`src/rtl/uart_pkg.sv`:
```
// Shared UART definitions: receiver/transmitter state encodings, default
// frame constants and a width helper for counters.
package uart_pkg;

  // Receiver/transmitter line states; all four encodings are used
  typedef enum logic [1:0] {
    IDLE  = 2'b00,
    START = 2'b01,
    DATA  = 2'b10,
    STOP  = 2'b11
  } uart_state_e;

  localparam int CLOCKS_PER_PULSE_DEF = 16;
  localparam int DATA_WIDTH_DEF       = 8;

  // Counter width able to index n positions, never narrower than one bit
  function automatic int cnt_width(input int n);
    if (n > 2) begin
      return $clog2(n);
    end else begin
      return 1;
    end
  endfunction

endpackage

```
`src/rtl/sync_2ff.sv`:
```
// Two-flop synchronizer for a single asynchronous bit with a selectable
// reset value, so an idle-high line stays high through reset release.
module sync_2ff #(
  parameter logic RESET_VAL = 1'b0
) (
  input  logic clk,
  input  logic rstn,
  input  logic d,
  output logic q
);

  logic meta_q;
  logic sync_q;

  // First stage may go metastable; second stage presents a settled value
  always_ff @(posedge clk or negedge rstn) begin
    if (!rstn) begin
      meta_q <= RESET_VAL;
      sync_q <= RESET_VAL;
    end else begin
      meta_q <= d;
      sync_q <= meta_q;
    end
  end

  assign q = sync_q;

endmodule

```
`src/rtl/uart_rx.sv`:
```
// UART receiver: start(0), DATA_WIDTH bits LSB first, stop(1).
// Start is found on a falling edge of the synchronized line, confirmed at
// mid start bit, then every bit is sampled one full bit period later.
// The stop bit is sampled at its middle so a following start edge can be
// caught without a gap between frames.
module uart_rx
  import uart_pkg::*;
#(
  parameter int CLOCKS_PER_PULSE = CLOCKS_PER_PULSE_DEF,
  parameter int DATA_WIDTH       = DATA_WIDTH_DEF
) (
  input  logic                  clk,
  input  logic                  rstn,
  input  logic                  rx,
  output logic [DATA_WIDTH-1:0] data_out,
  output logic                  data_valid,
  output logic                  framing_err,
  output logic                  rx_busy
);

  localparam int CNT_W = cnt_width(CLOCKS_PER_PULSE);
  localparam int IDX_W = cnt_width(DATA_WIDTH);

  localparam logic [CNT_W-1:0] HALF_LAST = CNT_W'(CLOCKS_PER_PULSE / 2 - 1);
  localparam logic [CNT_W-1:0] FULL_LAST = CNT_W'(CLOCKS_PER_PULSE - 1);
  localparam logic [IDX_W-1:0] IDX_LAST  = IDX_W'(DATA_WIDTH - 1);

  logic rx_s;   // synchronized line, the only value decisions look at
  logic rx_d;   // rx_s delayed one cycle, for falling-edge detection

  uart_state_e            state_q, state_d;
  logic [CNT_W-1:0]       cnt_q, cnt_d;
  logic [IDX_W-1:0]       idx_q, idx_d;
  logic [DATA_WIDTH-1:0]  shift_q, shift_d;
  logic [DATA_WIDTH-1:0]  data_out_q, data_out_d;
  logic                   data_valid_q, data_valid_d;
  logic                   framing_err_q, framing_err_d;
  logic                   rx_busy_q;

  sync_2ff #(
    .RESET_VAL (1'b1)
  ) u_sync (
    .clk  (clk),
    .rstn (rstn),
    .d    (rx),
    .q    (rx_s)
  );

  // Delayed copy of the synchronized line; resets high like the line idles
  always_ff @(posedge clk or negedge rstn) begin
    if (!rstn) begin
      rx_d <= 1'b1;
    end else begin
      rx_d <= rx_s;
    end
  end

  // Next-state, bit timing, shift and output-pulse decisions
  always_comb begin
    state_d       = state_q;
    cnt_d         = cnt_q;
    idx_d         = idx_q;
    shift_d       = shift_q;
    data_out_d    = data_out_q;
    data_valid_d  = 1'b0;
    framing_err_d = 1'b0;

    case (state_q)
      IDLE: begin
        cnt_d = {CNT_W{1'b0}};
        idx_d = {IDX_W{1'b0}};
        // Only a true high-to-low edge starts a frame, not a held-low line
        if (rx_d && !rx_s) begin
          state_d = START;
        end else begin
          state_d = IDLE;
        end
      end

      START: begin
        if (cnt_q == HALF_LAST) begin
          cnt_d = {CNT_W{1'b0}};
          // Line back high at mid start bit means it was a glitch
          if (!rx_s) begin
            state_d = DATA;
          end else begin
            state_d = IDLE;
          end
        end else begin
          cnt_d = cnt_q + CNT_W'(1);
        end
      end

      DATA: begin
        if (cnt_q == FULL_LAST) begin
          cnt_d          = {CNT_W{1'b0}};
          shift_d[idx_q] = rx_s;
          if (idx_q == IDX_LAST) begin
            idx_d   = {IDX_W{1'b0}};
            state_d = STOP;
          end else begin
            idx_d = idx_q + IDX_W'(1);
          end
        end else begin
          cnt_d = cnt_q + CNT_W'(1);
        end
      end

      STOP: begin
        if (cnt_q == FULL_LAST) begin
          cnt_d   = {CNT_W{1'b0}};
          state_d = IDLE;
          if (rx_s) begin
            data_out_d   = shift_q;
            data_valid_d = 1'b1;
          end else begin
            framing_err_d = 1'b1;
          end
        end else begin
          cnt_d = cnt_q + CNT_W'(1);
        end
      end

      default: begin
        state_d = IDLE;
        cnt_d   = {CNT_W{1'b0}};
        idx_d   = {IDX_W{1'b0}};
      end
    endcase
  end

  // State, counters, shift register and registered outputs
  always_ff @(posedge clk or negedge rstn) begin
    if (!rstn) begin
      state_q       <= IDLE;
      cnt_q         <= {CNT_W{1'b0}};
      idx_q         <= {IDX_W{1'b0}};
      shift_q       <= {DATA_WIDTH{1'b0}};
      data_out_q    <= {DATA_WIDTH{1'b0}};
      data_valid_q  <= 1'b0;
      framing_err_q <= 1'b0;
      rx_busy_q     <= 1'b0;
    end else begin
      state_q       <= state_d;
      cnt_q         <= cnt_d;
      idx_q         <= idx_d;
      shift_q       <= shift_d;
      data_out_q    <= data_out_d;
      data_valid_q  <= data_valid_d;
      framing_err_q <= framing_err_d;
      rx_busy_q     <= (state_d != IDLE);
    end
  end

  assign data_out    = data_out_q;
  assign data_valid  = data_valid_q;
  assign framing_err = framing_err_q;
  assign rx_busy     = rx_busy_q;

endmodule
```
`config.mk`:
```
export PLATFORM = sky130hd
export DESIGN_NAME = uart_rx
export DESIGN_NICKNAME = d
export VERILOG_FILES = /design/src/rtl/uart_pkg.sv /design/src/rtl/sync_2ff.sv /design/src/rtl/uart_rx.sv
export SDC_FILE = /design/constraint.sdc
export NUM_CORES = 1
export LEC_CHECK = 0
export CAP_MARGIN = 15
export CORE_MARGIN = 5
export CORE_UTILIZATION = 45
export CTS_CLUSTER_SIZE = 12
export DETAILED_ROUTE_END_ITERATION = 10
export GPL_ROUTABILITY_DRIVEN = 0
export GPL_TIMING_DRIVEN = 1
export PLACE_DENSITY = 0.65
export SYNTH_ARGS = -nofsm -noshare
export SYNTH_HDL_FRONTEND = slang
export SYNTH_HIERARCHICAL = 1
export SYNTH_SLANG_ARGS = --single-unit
```
`constraint.sdc`:
```
create_clock -name clk -period 3.6 [get_ports clk]
set_input_delay 0.72 -clock clk [delete_from_list [all_inputs] [get_ports clk]]
set_output_delay 0.72 -clock clk [all_outputs]
set_load 0.05 [all_outputs]
```
==> impl_metrics.ini <==
[floorplanning]
core_area_sq_um = 3028
pin_count = 14
fp.dieArea_sq_um = 4379
die_w_um = 66.18
dieHeight_um = 66.18
core.rowCount = 20
initial_utilization = 0.4690

[cts]
clk_path_buf_depth = 2
cts_buffers = 5
postCtsSetupRepairBufs = 0
htree_num_levels = 2
clock_sinks = 31
postCtsResizedCells = 0
insertion_delay_ns = 0.32
clockRootBuffer = sky130_fd_sc_hd__clkbuf_4
tritoncts = yes
clkSlewWorstSetupHoldPaths_ns = 0.09
cts_hold_repair.buffers = 0

[synth]
yosysWarningCount = 6
synth.net_count = 110
combinational_family_with_the_most_area_after_synthesis = simple AND/OR/NAND/NOR gates
synth-compound-area-share = 0.04229
post_synth_mux_area_share = 0.1348
synthXorXnorAreaFrac = 0.01850
asyncSetResetFlopFracSynth = 1.000
synth-edff-count = 0
synthesis.area_sq_um = 1420
synthCells = 104
yosys.cell_types.count = 33
synthesis.area_per_instance_sq_um = 13.65
yosysSeqAreaShare = 0.5489
ys_ff_latch = 31
synth_adder_area_share = 0.02643
ys.flop_type = sky130_fd_sc_hd__dfrtp_1
synth_simple_gate_area_share = 0.1912

[critical_path]
cpMaxStageDelayCell = sky130_fd_sc_hd__clkdlybuf4s50_1
rr_endpoint = shift_q[0]$_DFFE_PN0P_
r2r_cells = 4
endpoint_kind = output port
timing.critical_path.cells = clkdlybuf4s50_1
path_class = reg -> out
critical_path.top_delay_family = buffers and inverters
timing.rr.start = cnt_q[0]$_DFF_PN0_
required_ns = 2.88
critical_path.startpoint_type = register
cp.arrival_ns = 1.48
reg2reg_slack_ns = 1.82
crit_fanout = 2
critical_path.max_stage_delay_ns = 0.81
timing.critical_path.buf_inv = 1

[job]
max_cap_viol_count = 0

[layout]
drive_gt1_frac = 0.2583
mostFrequentLayoutCell = sky130_fd_sc_hd__dfrtp_1
fin_nets = 125
layout_common_cells = sky130_fd_sc_hd__dfrtp_1 (28), sky130_fd_sc_hd__mux2_2 (13), sky130_fd_sc_hd__clkdlybuf4s50_1 (13)
syn_to_final_growth_pct = 13.48
diodes = 0

[route]
totalWireLength_um = 2276
drt_first_pass_iters = 4
routed_via_density = 5.213
number_of_remaining_drc_errors = 0
route.detailed.wl_per_inst_um = 13.88
antenna_left = 0
drt-initial-drc-count = 14
via_count = 855

[power_and_ir_drop]
power.ir.vdd_worst_mv = 0.2432
design_power_total_w = 0.0008535
power_density_over_the_cells_nw_per_um2 = 529.6
power.leakage_nw = 0.7484

[min_path]
hold_end = u_sync/q$_DFF_PN1_
hp-start = u_sync/meta_q$_DFF_PN1_
min_path_type = reg -> reg
hold-path-cell-count = 0

[timing]
timing.final.crit_period_ns = 2.203
postLayoutSetupSlackWorst_ns = 1.397
timing.fmax_mhz = 453.9
timing.final.max_slew_violations = 0
totalNegativeSetupSlack_ns = 0
worst-slew-pin-transition_ns = 0.5011
slew-limit-headroom = 0.6649
timing.clock.skew_ns = 0.01082
setup_violations = 0
timing.final.hold_violations = 0
rsz0062_at_grt = no
min_period_over_period = 0.6120

[placement]
port_buffers = 13
place.detailed.hpwl_um = 1576
pre_cts_ws_ns = 1.747

[grt]
initial_antenna_violation_count = 0
grt_first_pass_wirelength_um = 4174
first_global_vias = 884
globalRouteOverflowTotal = 0
grt.total_usage = 0.1282
grt_start_max_net_pins = 32

[status]
outcome = finished, final reports clean
state kept, by name, indices dropped and copies added, names as in the netlist:
| register | flops |
|---|---|
| cnt_q | 4 |
| data_out | 8 |
| data_valid | 1 |
| framing_err | 1 |
| idx_q | 3 |
| rx_busy | 1 |
| rx_d | 1 |
| shift_q | 8 |
| state_q | 2 |
| u_sync/meta_q | 1 |
| u_sync/q | 1 |
metrics by stage:
step | util | hold WS [ns] | instances | cell area, sq um
global placement | 0.5161 | 0.3463 | 156 | 1563
global route | 0.5322 | 0.3619 | 164 | 1612
floorplan | - | 0.3452 | 104 | 1420
finish | 0.5322 | 0.3584 | 164 | 1612
detailed placement | 0.5161 | 0.3482 | 156 | 1563
CTS | 0.5322 | 0.3603 | 164 | 1612
per-layer routing:
layer,GRT usage,part of all wire,up-vias
li1,-,-,406
met5,0,0,-
met2,0.1846,0.50,15
met4,0.06853,0.017,0
met3,0.03741,0.035,5
met1,0.1725,0.45,429
logic make-up (layout without fill, tap and decap cells):
logic type,Yosys count,count (layout)
AND/OR/NAND/NOR,35,35
adder cells (fa/ha/maj),3,3
multiplexers,17,17
buffers and inverters,7,23
AO/OA/AOI/OAI,8,8
flip-flops,31,31
XOR/XNOR,3,3
power breakdown:
part           total [W]  internal (W)  switching (W)
logic           0.000188     0.0000826       0.000105
clock network   0.000185     0.0000777       0.000107
registers       0.000481      0.000390      0.0000911
total           0.000854      0.000550       0.000304
synthesized netlist by cell type (all sizes together), types with 2 or more instances:
cell type / number / area, sq um
nand4b: 2 / 32.53
and3: 2 / 12.51
a21o: 2 / 15.01
nor2b: 3 / 18.77
nor3: 2 / 20.02
xor2: 2 / 17.52
mux2: 17 / 191.4
dfstp: 3 / 78.83
buf: 5 / 45.04
nor4: 2 / 25.02
ha: 3 / 37.54
nor2: 12 / 61.31
dfrtp: 28 / 700.7
nand2: 2 / 7.510
nand3: 6 / 55.05
how the worst max path moves through the flow:
| stage | end | from | slack, ns | cells past startpoint |
|---|---|---|---|---|
| 3_3_place_gp | data_out[4] | data_out[4]$_DFFE_PN0P_ | 1.76 | 1 |
| 5_1_grt | data_out[3] | data_out[3]$_DFFE_PN0P_ | 1.33 | 1 |
| 6_report | data_out[3] | data_out[3]$_DFFE_PN0P_ | 1.40 | 1 |
| 3_5_place_dp | data_out[5] | data_out[5]$_DFFE_PN0P_ | 1.75 | 1 |
| 2_1_floorplan | shift_q[0]$_DFFE_PN0P_ | cnt_q[0]$_DFF_PN0_ | 2.17 | 5 |
| 4_1_cts | data_out[3] | data_out[3]$_DFFE_PN0P_ | 1.37 | 1 |
area by class of cell:
type,count,area (sq um)
clock buffer,8,48.80
fill,255,1416
inverter,1,3.754
multi-input combinational,66,586.8
sequential,31,779.5
tap,44,55.05
timing repair buffer,14,137.6
No activity file was read; power rests on OpenSTA's default activity.
